## src/rtl/ex_ctrl_pkg.sv

```systemverilog
// rtl/ex_ctrl_pkg.sv - shared types and defaults for the execute redirect controller
package ex_ctrl_pkg;

    typedef enum logic [1:0] {
        ST_RUN   = 2'd0,
        ST_REDIR = 2'd1,
        ST_HALT  = 2'd2
    } state_e;

    localparam int CNT_W_DEFAULT = 16;

endpackage

```

## src/rtl/sat_counter.sv

```systemverilog
// rtl/sat_counter.sv - saturating up-counter for performance statistics
module sat_counter #(
    parameter int W = 16
) (
    input  logic         clk,
    input  logic         rst,
    input  logic         inc,
    output logic [W-1:0] cnt
);

    logic [W-1:0] cnt_q;
    logic [W-1:0] cnt_d;

    // Sticks at all-ones so a long debug run never reports a small wrapped value.
    always_comb begin
        cnt_d = cnt_q;
        if (inc && (cnt_q != {W{1'b1}})) begin
            cnt_d = cnt_q + {{(W-1){1'b0}}, 1'b1};
        end
    end

    always_ff @(posedge clk) begin
        if (rst) begin
            cnt_q <= '0;
        end else begin
            cnt_q <= cnt_d;
        end
    end

    assign cnt = cnt_q;

endmodule

```

## src/rtl/ex_redirect_ctrl.sv

```systemverilog
// rtl/ex_redirect_ctrl.sv - execute-to-fetch redirect sequencer with halt latch and stats
module ex_redirect_ctrl
    import ex_ctrl_pkg::*;
#(
    parameter int CNT_W = CNT_W_DEFAULT
) (
    input  logic             clk,
    input  logic             rst,
    input  logic             ex_valid,
    input  logic             ex_ctl,
    input  logic             ex_halt,
    input  logic [15:0]      ex_next_pc,
    input  logic [15:0]      ex_seq_pc,
    input  logic             pipe_stall,
    input  logic             fetch_ready,
    output logic             redir_valid,
    output logic [15:0]      redir_pc,
    output logic             flush_ifid,
    output logic             flush_idex,
    output logic             fetch_hold,
    output logic             halted,
    output logic [CNT_W-1:0] redirect_count,
    output logic [CNT_W-1:0] penalty_count
);

    state_e      state_q;
    state_e      state_d;
    logic [15:0] redir_pc_q;
    logic [15:0] redir_pc_d;
    logic        fire;
    logic        take;
    logic        flush;
    logic        redir_inc;
    logic        penalty_inc;

    always_comb begin
        state_d     = state_q;
        redir_pc_d  = redir_pc_q;
        fire        = 1'b0;
        take        = 1'b0;
        flush       = 1'b0;
        redir_valid = 1'b0;
        fetch_hold  = 1'b0;
        halted      = 1'b0;
        redir_inc   = 1'b0;
        penalty_inc = 1'b0;
        case (state_q)
            ST_RUN: begin
                fire  = ex_valid & ~pipe_stall;
                take  = fire & ex_ctl & ~ex_halt & (ex_next_pc != ex_seq_pc);
                // Wrong-path kill happens in the detect cycle itself.
                flush = take;
                if (fire && ex_halt) begin
                    state_d = ST_HALT;
                end else if (take) begin
                    state_d    = ST_REDIR;
                    redir_pc_d = ex_next_pc;
                    redir_inc  = 1'b1;
                end
            end
            ST_REDIR: begin
                // Execute contents are wrong-path here, so ex_* is deliberately unused.
                redir_valid = 1'b1;
                flush       = 1'b1;
                if (fetch_ready) begin
                    state_d = ST_RUN;
                end else begin
                    penalty_inc = 1'b1;
                end
            end
            ST_HALT: begin
                halted     = 1'b1;
                fetch_hold = 1'b1;
            end
            default: begin
                state_d = ST_RUN;
            end
        endcase
    end

    always_ff @(posedge clk) begin
        if (rst) begin
            state_q    <= ST_RUN;
            redir_pc_q <= 16'h0000;
        end else begin
            state_q    <= state_d;
            redir_pc_q <= redir_pc_d;
        end
    end

    assign redir_pc   = redir_pc_q;
    assign flush_ifid = flush;
    assign flush_idex = flush;

    sat_counter #(.W(CNT_W)) u_redirect_cnt (
        .clk (clk),
        .rst (rst),
        .inc (redir_inc),
        .cnt (redirect_count)
    );

    sat_counter #(.W(CNT_W)) u_penalty_cnt (
        .clk (clk),
        .rst (rst),
        .inc (penalty_inc),
        .cnt (penalty_count)
    );

endmodule

```

## config.mk

```make
export PLATFORM = sky130hd
export DESIGN_NAME = ex_redirect_ctrl
export DESIGN_NICKNAME = d
export VERILOG_FILES = /design/src/rtl/ex_ctrl_pkg.sv /design/src/rtl/sat_counter.sv /design/src/rtl/ex_redirect_ctrl.sv
export SDC_FILE = /design/constraint.sdc
export NUM_CORES = 1
export LEC_CHECK = 0
export BUFFER_PORTS_ARGS = -buffer_cell sky130_fd_sc_hd__buf_2
export CORE_MARGIN = 2
export CORE_UTILIZATION = 25
export CTS_CLUSTER_DIAMETER = 40
export CTS_CLUSTER_SIZE = 30
export DETAILED_ROUTE_END_ITERATION = 8
export SYNTH_ARGS = -nofsm -noshare
export SYNTH_HDL_FRONTEND = slang
export SYNTH_SLANG_ARGS = --single-unit
```

## constraint.sdc

```tcl
create_clock -name clk -period 5.8 [get_ports clk]
set_input_delay 1.16 -clock clk [delete_from_list [all_inputs] [get_ports clk]]
set_output_delay 1.16 -clock clk [all_outputs]
set_load 0.005 [all_outputs]
```

======== Word level (Yosys, flattened, before mapping) ========
Cells that the tools add are included.
word-level totals
  register bits after elaboration ......... 50
  bits of input ports ..................... 39
  output and inout port bits .............. 53
cells by class
  $add $sub $neg .......................... 2
  equal/unequal tests ..................... 7
  muxes and demuxes ....................... 12
  bitwise operators ....................... 8
  reduce and logical (&&, ||, !) cells .... 6
operators by type and width
  kind                                                                    number
  16-bit by 1-bit adder with 16-bit output (second input constant)        2
  16-bit inequality test (second input constant)                          2
  16-bit inequality test                                                  1
  1-bit 2-to-1 mux                                                        7
  2-bit 2-to-1 mux                                                        3
  2-bit case mux with 3 select lines                                      1
  3-bit AND reduction                                                     2
  1-bit AND                                                               4
  1-bit NOT                                                               4
  1-bit logical AND                                                       3
  3-bit inequality test (second input constant)                           1
  2-bit by 1-bit equality test with 1-bit output (second input constant)  1
  2-bit equality test (second input constant)                             1
  2-bit logical NOT                                                       1
  2-bit inequality test (second input constant)                           1
  1-bit case mux with 2 select lines                                      1

======== Depth between registers and ports, before layout ========
Gate-level depths: netlist of the first run.
  depth in word-level cells ............... 9
  gate-level depth with buffers ........... 8

======== By module ========
A second synthesis of the first run with hierarchy kept.
unflattened totals
  cells, all modules ...................... 304
  area, all modules ....................... 2722.6 µm²
modules (own cells, without submodules)
  module            instances  cells an instance  area each (µm²)  seq. area each (µm²)
  sat_counter       2          99                 848.3            320.3
  ex_redirect_ctrl  1          106                1026.0           360.3

======== Worst setup path after synthesis of the first run ========
Ideal clock, no wire load.
  kind .................................... input-to-output
  from .................................... in ex_next_pc[5]
  to ...................................... out flush_ifid
  data arrival time ....................... 2.269 ns
  setup slack ............................. 2.371 ns
  cell stages on the path ................. 7
  path through ............................ xnor2_1 -> nand4_1 -> nor4_4 -> nor2_1 -> nor2_1 -> nor2_1 -> buf_4
between the ends
  cells in the longest elaborated chain, start to end .. 3
ends and longest elaborated chain
  item                                line                    text
  from (decl)                         ex_redirect_ctrl.sv:12  input logic [15:0] ex_next_pc,
  16-bit inequality test              ex_redirect_ctrl.sv:50  take = fire & ex_ctl & ~ex_halt & (ex_next_pc != ex_seq_pc);
  1-bit AND                           ex_redirect_ctrl.sv:50
  1-bit case mux with 2 select lines  ex_redirect_ctrl.sv:47  case (state_q)
  to (decl)                           ex_redirect_ctrl.sv:18  output logic flush_ifid,
Every way passes these cells.

======== Final worst setup path of the first run ========
  from .................................... in ex_next_pc[3]
  to ...................................... out flush_ifid
Same word-level chain as after synthesis.

==> results of run 1 <==
flip-flops by register name (all words and copies together) (netlist names):
signal,count
u_penalty_cnt.cnt,16
state_q,2
u_redirect_cnt.cnt,16
redir_pc,16
how the worst min path moves through the flow:
stage                        end  depth (start not counted)  slack (ns)
finish              redir_pc[13]                          2        0.50
detailed placement  redir_pc[13]                          2        0.49
global route        redir_pc[11]                          2        0.54
CTS                 redir_pc[11]                          2        0.51
global placement     redir_pc[2]                          2        0.47
floorplan             state_q[1]                          1        0.47
per-stage QoR:
stage | setup WS (ns) | utilization [%]
after global placement | 1.991 | 31.05
after CTS | 1.998 | 32.22
after detailed placement | 2.000 | 31.05
after floorplan | 2.371 | -
final | 2.068 | 32.22
after global routing | 1.915 | 32.22
placed cells by master, fill, tap and decap left out, types with 2 or more instances in the layout:
cell,netlist,routed
a21o_1,2,2
a21oi_1,9,9
a31o_2,3,3
and2_1,2,2
and3_1,7,7
and4_1,3,3
buf_2,0,91
clkbuf_8,0,5
clkinvlp_4,0,2
dfxtp_1,50,50
ha_1,2,2
inv_1,4,4
mux2_1,4,4
mux2_2,2,2
mux2i_1,18,18
nand2_1,14,14
nand2b_1,3,3
nand3_1,10,10
nand3b_1,2,2
nand4_1,12,12
nor2_1,53,53
nor2b_1,8,8
nor3_1,7,7
nor3_4,2,2
or3_1,3,3
xnor2_1,25,25
xor2_1,7,7
power groups by stage:
stage | Combinational [mW] | Clock (mW) | Sequential [mW]
2_1_floorplan | 0.0301 | 0 | 0.357
3_3_place_gp | 0.0533 | 0 | 0.356
3_5_place_dp | 0.0544 | 0 | 0.356
4_1_cts | 0.0545 | 0.265 | 0.349
5_1_grt | 0.0594 | 0.278 | 0.349
6_report | 0.0530 | 0.253 | 0.349
cell type report:
class                           instances  area (sq um)
Inverter                                4         15.01
Tap cell                              133         166.4
Timing Repair Buffer                   91         455.4
Clock inverter                          3         45.04
Fill cell                            1042          6564
Multi-Input combinational cell        208          1369
Sequential cell                        50          1001
Clock buffer                            5         68.82
kinds of logic (layout without fill, tap and decap cells):
kind of cell | Yosys count | in the layout | share of synthesized area, %
fa+ha+maj | 2 | 2 | 1.016
buf+inv | 17 | 103 | 3.809
mux | 24 | 24 | 10.06
simple gates | 132 | 132 | 28.34
flops | 50 | 50 | 40.63
compound gates | 18 | 18 | 4.774
xor+xnor | 32 | 32 | 11.38
worst max-delay path: cells and delay by family:
family / cells / cell delay, ns
XOR/XNOR: 1 / 0.18
AND/OR/NAND/NOR: 5 / 0.98
buffers and inverters: 2 / 0.24
per-layer routing:
layer	part of all wire [%]	vias up	GRT usage [%]
li1	-	1107	-
met5	0	-	0
met4	0.86	0	2.429
met1	46	1031	14.07
met3	5.6	4	2.688
met2	48	58	18.03
==> impl_metrics.ini, run 1 <==
[outcome]
outcome = finished, final reports clean

[logic_synthesis]
yosys_warnings = 0
synth.net_count = 316
syn_avg_cell_area_sq_um = 8.959
synth_top_area_cell = dfxtp_1
synth_edf_count = 0
yosysTopAreaCellShare_pct = 40.63
synthesis.area_sq_um = 2464
ys_seq_elements = 50
synth_area_leaders = dfxtp_1 41%, xnor2_1 8.9%, nor2_1 8.1%
synthFlopType = dfxtp_1
synth_commonest_cells = 53 x nor2_1, 50 x dfxtp_1, 25 x xnor2_1, 18 x mux2i_1, 14 x nand2_1
ys_seq_area_share_pct = 40.63
synthCells = 275
synthArstFlopShare_pct = 0
synth_most_common_cell = nor2_1
synthDistinctLibCells = 37

[min_path]
holdCritStartpoint = redir_pc[13]
hold_path_class = flip-flop to flip-flop

[setup_path]
cp.required_ns = 4.64
worstSetupStartpointType = primary input
rr_worst_depth = 7
path_class = primary input to output pin
timing.rr.start = u_redirect_cnt.cnt[0]
crit_path_end = flush_ifid
cp_data_arrival_time_ns = 2.57
path_cells = buf_2, xnor2_1, nand4_1, nor4_4, nor2_1, nor2_1, nor2_1, buf_2
path_common_cell = nor2_1
reg2reg_to = u_redirect_cnt.cnt[11]
worstPathMaxFanout = 5
slowest_stage = nor4_4
reg2reg_slack_ns = 3.47
worst_setup_path_end_kind = output pin
slowest_delay_ns = 0.56
cp-startpoint = ex_next_pc[3]

[detailed_routing]
drcViolationCount = 0
drt_first_pass_iters = 4
vias_per_cell = 4.453
totalWireLength_mm = 5.727
first_iter_violations = 41
num_vias = 2200
ant_nets = 0
wl_per_cell_microns = 11.59

[final_layout]
area_growth_syn_to_layout_pct = 26.66
fin_nets = 401
drive_gt1_share_pct = 31.02
antenna_cells = 0
final-instance-count-excl-fill = 494
design_area_sq_um = 3120

[clock_network]
tritoncts = built
cts_buffers = 5
clk_latency_ns = 0.30
post_cts_resized = 0
cts_hold_buf = 0
root_buffer = clkbuf_8
clkTransAtPathRegs_ns = 0.09
cts.htree.levels = 2
clock-sinks = 50
post-cts-setup-buffers = 0
clockBufferDepth = 2

[floorplanning]
core.rowCount = 36
io_pins = 92
dieArea_sq_um = 10660
die_w_microns = 103.3
core_area_sq_um = 9684
floorplan.initialDensity_pct = 25.44
die_h_microns = 103.3

[global_route]
grt_pass1_vias = 2025
grt_pass1_wl_mm = 9.280
antenna_found_initial = 0
grt_overflow = 0
track_usage_pct = 10.78
grt_max_degree = 60

[timing]
max_freq_mhz = 267.9
hold_slack_ns = 0.4985
fin_crit_ns = 3.732
finalHoldViolations = 0
rsz0062_at_grt = false
fin_skew_ns = 0.009253
report.final.slew_viol_count = 0
setup_violations = 0
tightest_slew_ns = 1.040
finalSetupTns_ns = 0
relSlewSlack_pct = 30.65
fin_crit_sh_pct = 64.35

[placement]
place_inst = 486
place_congestion = 0.7501
dpl.hpwl_mm = 4.292
postPlaceCellArea_sq_um = 3007
port_buffers = 91

[power]
total_power_uw = 654.6
switchingPower_uw = 153.9
power_frac_clock_pct = 38.6
p_sw_share_pct = 23.51
seqPwrFrac_pct = 53.3
p_per_area_nw_per_um2 = 209.8
intPower_uw = 500.7
p_leak_nw = 1.344
worst_ir_drop_vdd_mv = 0.09421
p_comb_share_pct = 8.1

[run]
max_cap_viol_count = 0
Note: power is estimated with default switching activity, not from simulation.
==> run 2: changes to the inputs <==
--- a/config.mk
+++ b/config.mk
@@ -5,6 +5,7 @@
 export SDC_FILE = /design/constraint.sdc
 export NUM_CORES = 1
 export LEC_CHECK = 0
+export ABC_AREA = 1
 export BUFFER_PORTS_ARGS = -buffer_cell sky130_fd_sc_hd__buf_2
 export CORE_MARGIN = 2
 export CORE_UTILIZATION = 25
==> constraint.sdc (replaced) <==
create_clock -name clk -period 3.04 [get_ports clk]
set_input_delay 0.608 -clock clk [delete_from_list [all_inputs] [get_ports clk]]
set_output_delay 0.608 -clock clk [all_outputs]
set_load 0.005 [all_outputs]
==> run 2 against run 1 <==
Effect of this change: the run now ends with DRC left; sequential cell count unchanged; first-iteration DRC count rose to 4.6 times the previous value; count of clock-buffer cells in the layout grew 1; critical endpoint unchanged; largest cell class unchanged.
==> impl_metrics.ini, run 2 <==
[outcome]
outcome = finished with violations
violations = DRC

[detailed_routing]
ant_nets = 0
wl_per_cell_microns = 12.37
num_vias = 3193
totalWireLength_mm = 8.451
drt_first_pass_iters = 6
first_iter_violations = 188
drcViolationCount = 4
vias_per_cell = 4.675

[min_path]
hold_end = redir_pc[15]
hold_path_class = flip-flop to flip-flop
holdCritStartpoint = redir_pc[15]
whs_path_depth = 2

[clock_network]
root_buffer = clkbuf_16
clockBufferDepth = 2
clkTransAtPathRegs_ns = 0.07
post_cts_resized = 0
cts_hold_buf = 0
post-cts-setup-buffers = 0
clock-sinks = 50
cts_buffers = 5
clk_latency_ns = 0.30
tritoncts = built
cts.htree.levels = 2

[floorplanning]
die_h_microns = 112.9
die_w_microns = 112.9
core.rowCount = 39
core_area_sq_um = 11520
io_pins = 92
floorplan.initialDensity_pct = 25.75
dieArea_sq_um = 12750

[logic_synthesis]
synth_most_common_cell = nand2_1
synthSimpleGateAreaFrac_pct = 40.00
syn_avg_cell_area_sq_um = 6.517
yosys_warnings = 0
synthDistinctLibCells = 27
synthFlopType = dfxtp_1
synth_area_leaders = dfxtp_1 34%, nand2_1 16%, nand4_1 7.8%
synth_top_area_cell = dfxtp_1
ys_seq_elements = 50
synthCells = 455
synthMuxAreaShare_pct = 0
synth-xor-area-share_pct = 4.726
synth_edf_count = 0
synthArstFlopShare_pct = 0
synth_top_family_by_area = simple AND/OR/NAND/NOR gates
synth_compound_area_share_pct = 10.72
ys_seq_area_share_pct = 33.76
synth.net_count = 496
synth_fa_ha_area_share_pct = 0.8439
synthesis.area_sq_um = 2965
synth_commonest_cells = 128 x nand2_1, 56 x nor2_1, 50 x dfxtp_1, 48 x inv_1, 37 x nand4_1
yosysTopAreaCellShare_pct = 33.76

[setup_path]
slowest_delay_ns = 0.17
reg2reg_slack_ns = 1.11
path_common_cell = nor2_1
slowest_stage = buf_2
cp_top_family = simple AND/OR/NAND/NOR gates
worstPathMaxFanout = 3
worst_setup_path_end_kind = output pin
rr_worst_depth = 6
reg2reg_to = u_redirect_cnt.cnt[3]
path_class = primary input to output pin
cp.required_ns = 2.43
worstSetupStartpointType = primary input
timing.rr.start = state_q[1]
cp_data_arrival_time_ns = 1.68
path_cells = buf_2, nor2_1, nor2_1, nor2_1, nand2_1, nor2_1, nand2_2, nand3_2, o21ai_0, buf_2
cp_num_buf_inv = 2

[global_route]
grt_busiest_layer = met2
met2_usage_pct = 23.65
grt_overflow = 0
grt_max_degree = 34
grtUsageMet1_pct = 15.90
antenna_found_initial = 0
track_usage_pct = 13.27
grt_pass1_vias = 3066
grt_pass1_wl_mm = 14.10
grtUsageMet3_pct = 3.107

[final_layout]
fillers = 1295
layout_common_cells = 128 x nand2_1, 91 x buf_2, 56 x nor2_1
fin_nets = 580
area_growth_syn_to_layout_pct = 24.14
design_area_sq_um = 3681
antenna_cells = 0
final_common_cell = nand2_1
drive_gt1_share_pct = 24.44

[power]
p_per_area_nw_per_um2 = 372.3
worst_ir_drop_vdd_mv = 0.1548
p_leak_nw = 1.592

[timing]
max_freq_mhz = 437.5
relSlewSlack_pct = 60.49
report.final.slew_viol_count = 0
finalSetupTns_ns = 0
fin_crit_ns = 2.286
setup_violations = 0
finalHoldViolations = 0
rsz0062_at_grt = false
tightest_slew_ns = 0.5926
fin_crit_sh_pct = 75.18
fin_skew_ns = 0.008060

[run]
max_cap_viol_count = 0

[placement]
place_congestion = 0.8625
postPlaceCellArea_sq_um = 3530
dpl.hpwl_mm = 6.208
port_buffers = 91
run 2: cell count changes after synthesis, moves of 18 or more:
| cell | before | now |
|---|---|---|
| mux2i_1 | 18 | 0 |
| nand4_1 | 12 | 37 |
| nand2_1 | 14 | 128 |
| inv_1 | 4 | 48 |
| xnor2_1 | 25 | 6 |
| a21oi_1 | 9 | 35 |
run 2: per-stage QoR:
step / setup WS, ns / hold WS (ns) / cells / total power, mW / util, %
after floorplan: 0.7789 / 0.4554 / 455 / 0.7509 / -
after global placement: 0.7563 / 0.4493 / 675 / 0.8036 / 30.65
after CTS: 0.7579 / 0.4623 / 683 / 1.391 / 31.96
after global routing: 0.6387 / 0.4740 / 683 / 1.434 / 31.96
final: 0.7544 / 0.4599 / 683 / 1.371 / 31.96
after detailed placement: 0.7573 / 0.4527 / 675 / 0.8069 / 30.65
run 2: where the power goes:
part | internal, mW | switching [mW]
registers | 0.661 | 0.00514
logic | 0.0466 | 0.0779
clock network | 0.327 | 0.254
run 2: how the worst max path moves through the flow:
stage                   startpoint         end  slack [ns]  cells after the start
finish               ex_next_pc[3]  flush_ifid        0.75                     10
global route         ex_next_pc[3]  flush_idex        0.64                     10
CTS                  ex_next_pc[3]  flush_ifid        0.76                     10
detailed placement   ex_next_pc[3]  flush_ifid        0.76                     10
global placement     ex_next_pc[3]  flush_ifid        0.76                     10
floorplan           ex_next_pc[14]  flush_ifid        0.78                     10
run 2: cell families after synthesis:
| logic type | count (synthesis) |
|---|---|
| simple gates | 262 |
| buf+inv | 70 |
| flops | 50 |
| compound gates | 55 |
| fa+ha+maj | 2 |
| xor+xnor | 16 |
run 2: final cells by class:
cell class / instances / area [sq um] / share of cell area, %
Clock buffer: 6 / 138.9 / 3.773
Inverter: 52 / 195.2 / 5.303
Multi-Input combinational cell: 335 / 1669 / 45.34
Timing Repair Buffer: 95 / 485.5 / 13.19
Clock inverter: 2 / 12.51 / 0.3399
Tap cell: 143 / 178.9 / 4.861
Sequential cell: 50 / 1001 / 27.19
run 2: metal layers:
layer	routed length, microns	vias to the layer above	share of wire [%]
li1	-	1637	-
met1	3766	1443	45
met2	4042	99	48
met3	495	14	5.9
met4	147	0	1.7
met5	0	-	0
run 2: worst reg2reg max path: stages, from the launching register on:
cell	delay, ns
dfxtp_1	0.36
nor2_4	0.45
inv_2	0.09
nor2_4	0.40
nand3_4	0.28
nand2_1	0.16
a21oi_2	0.06
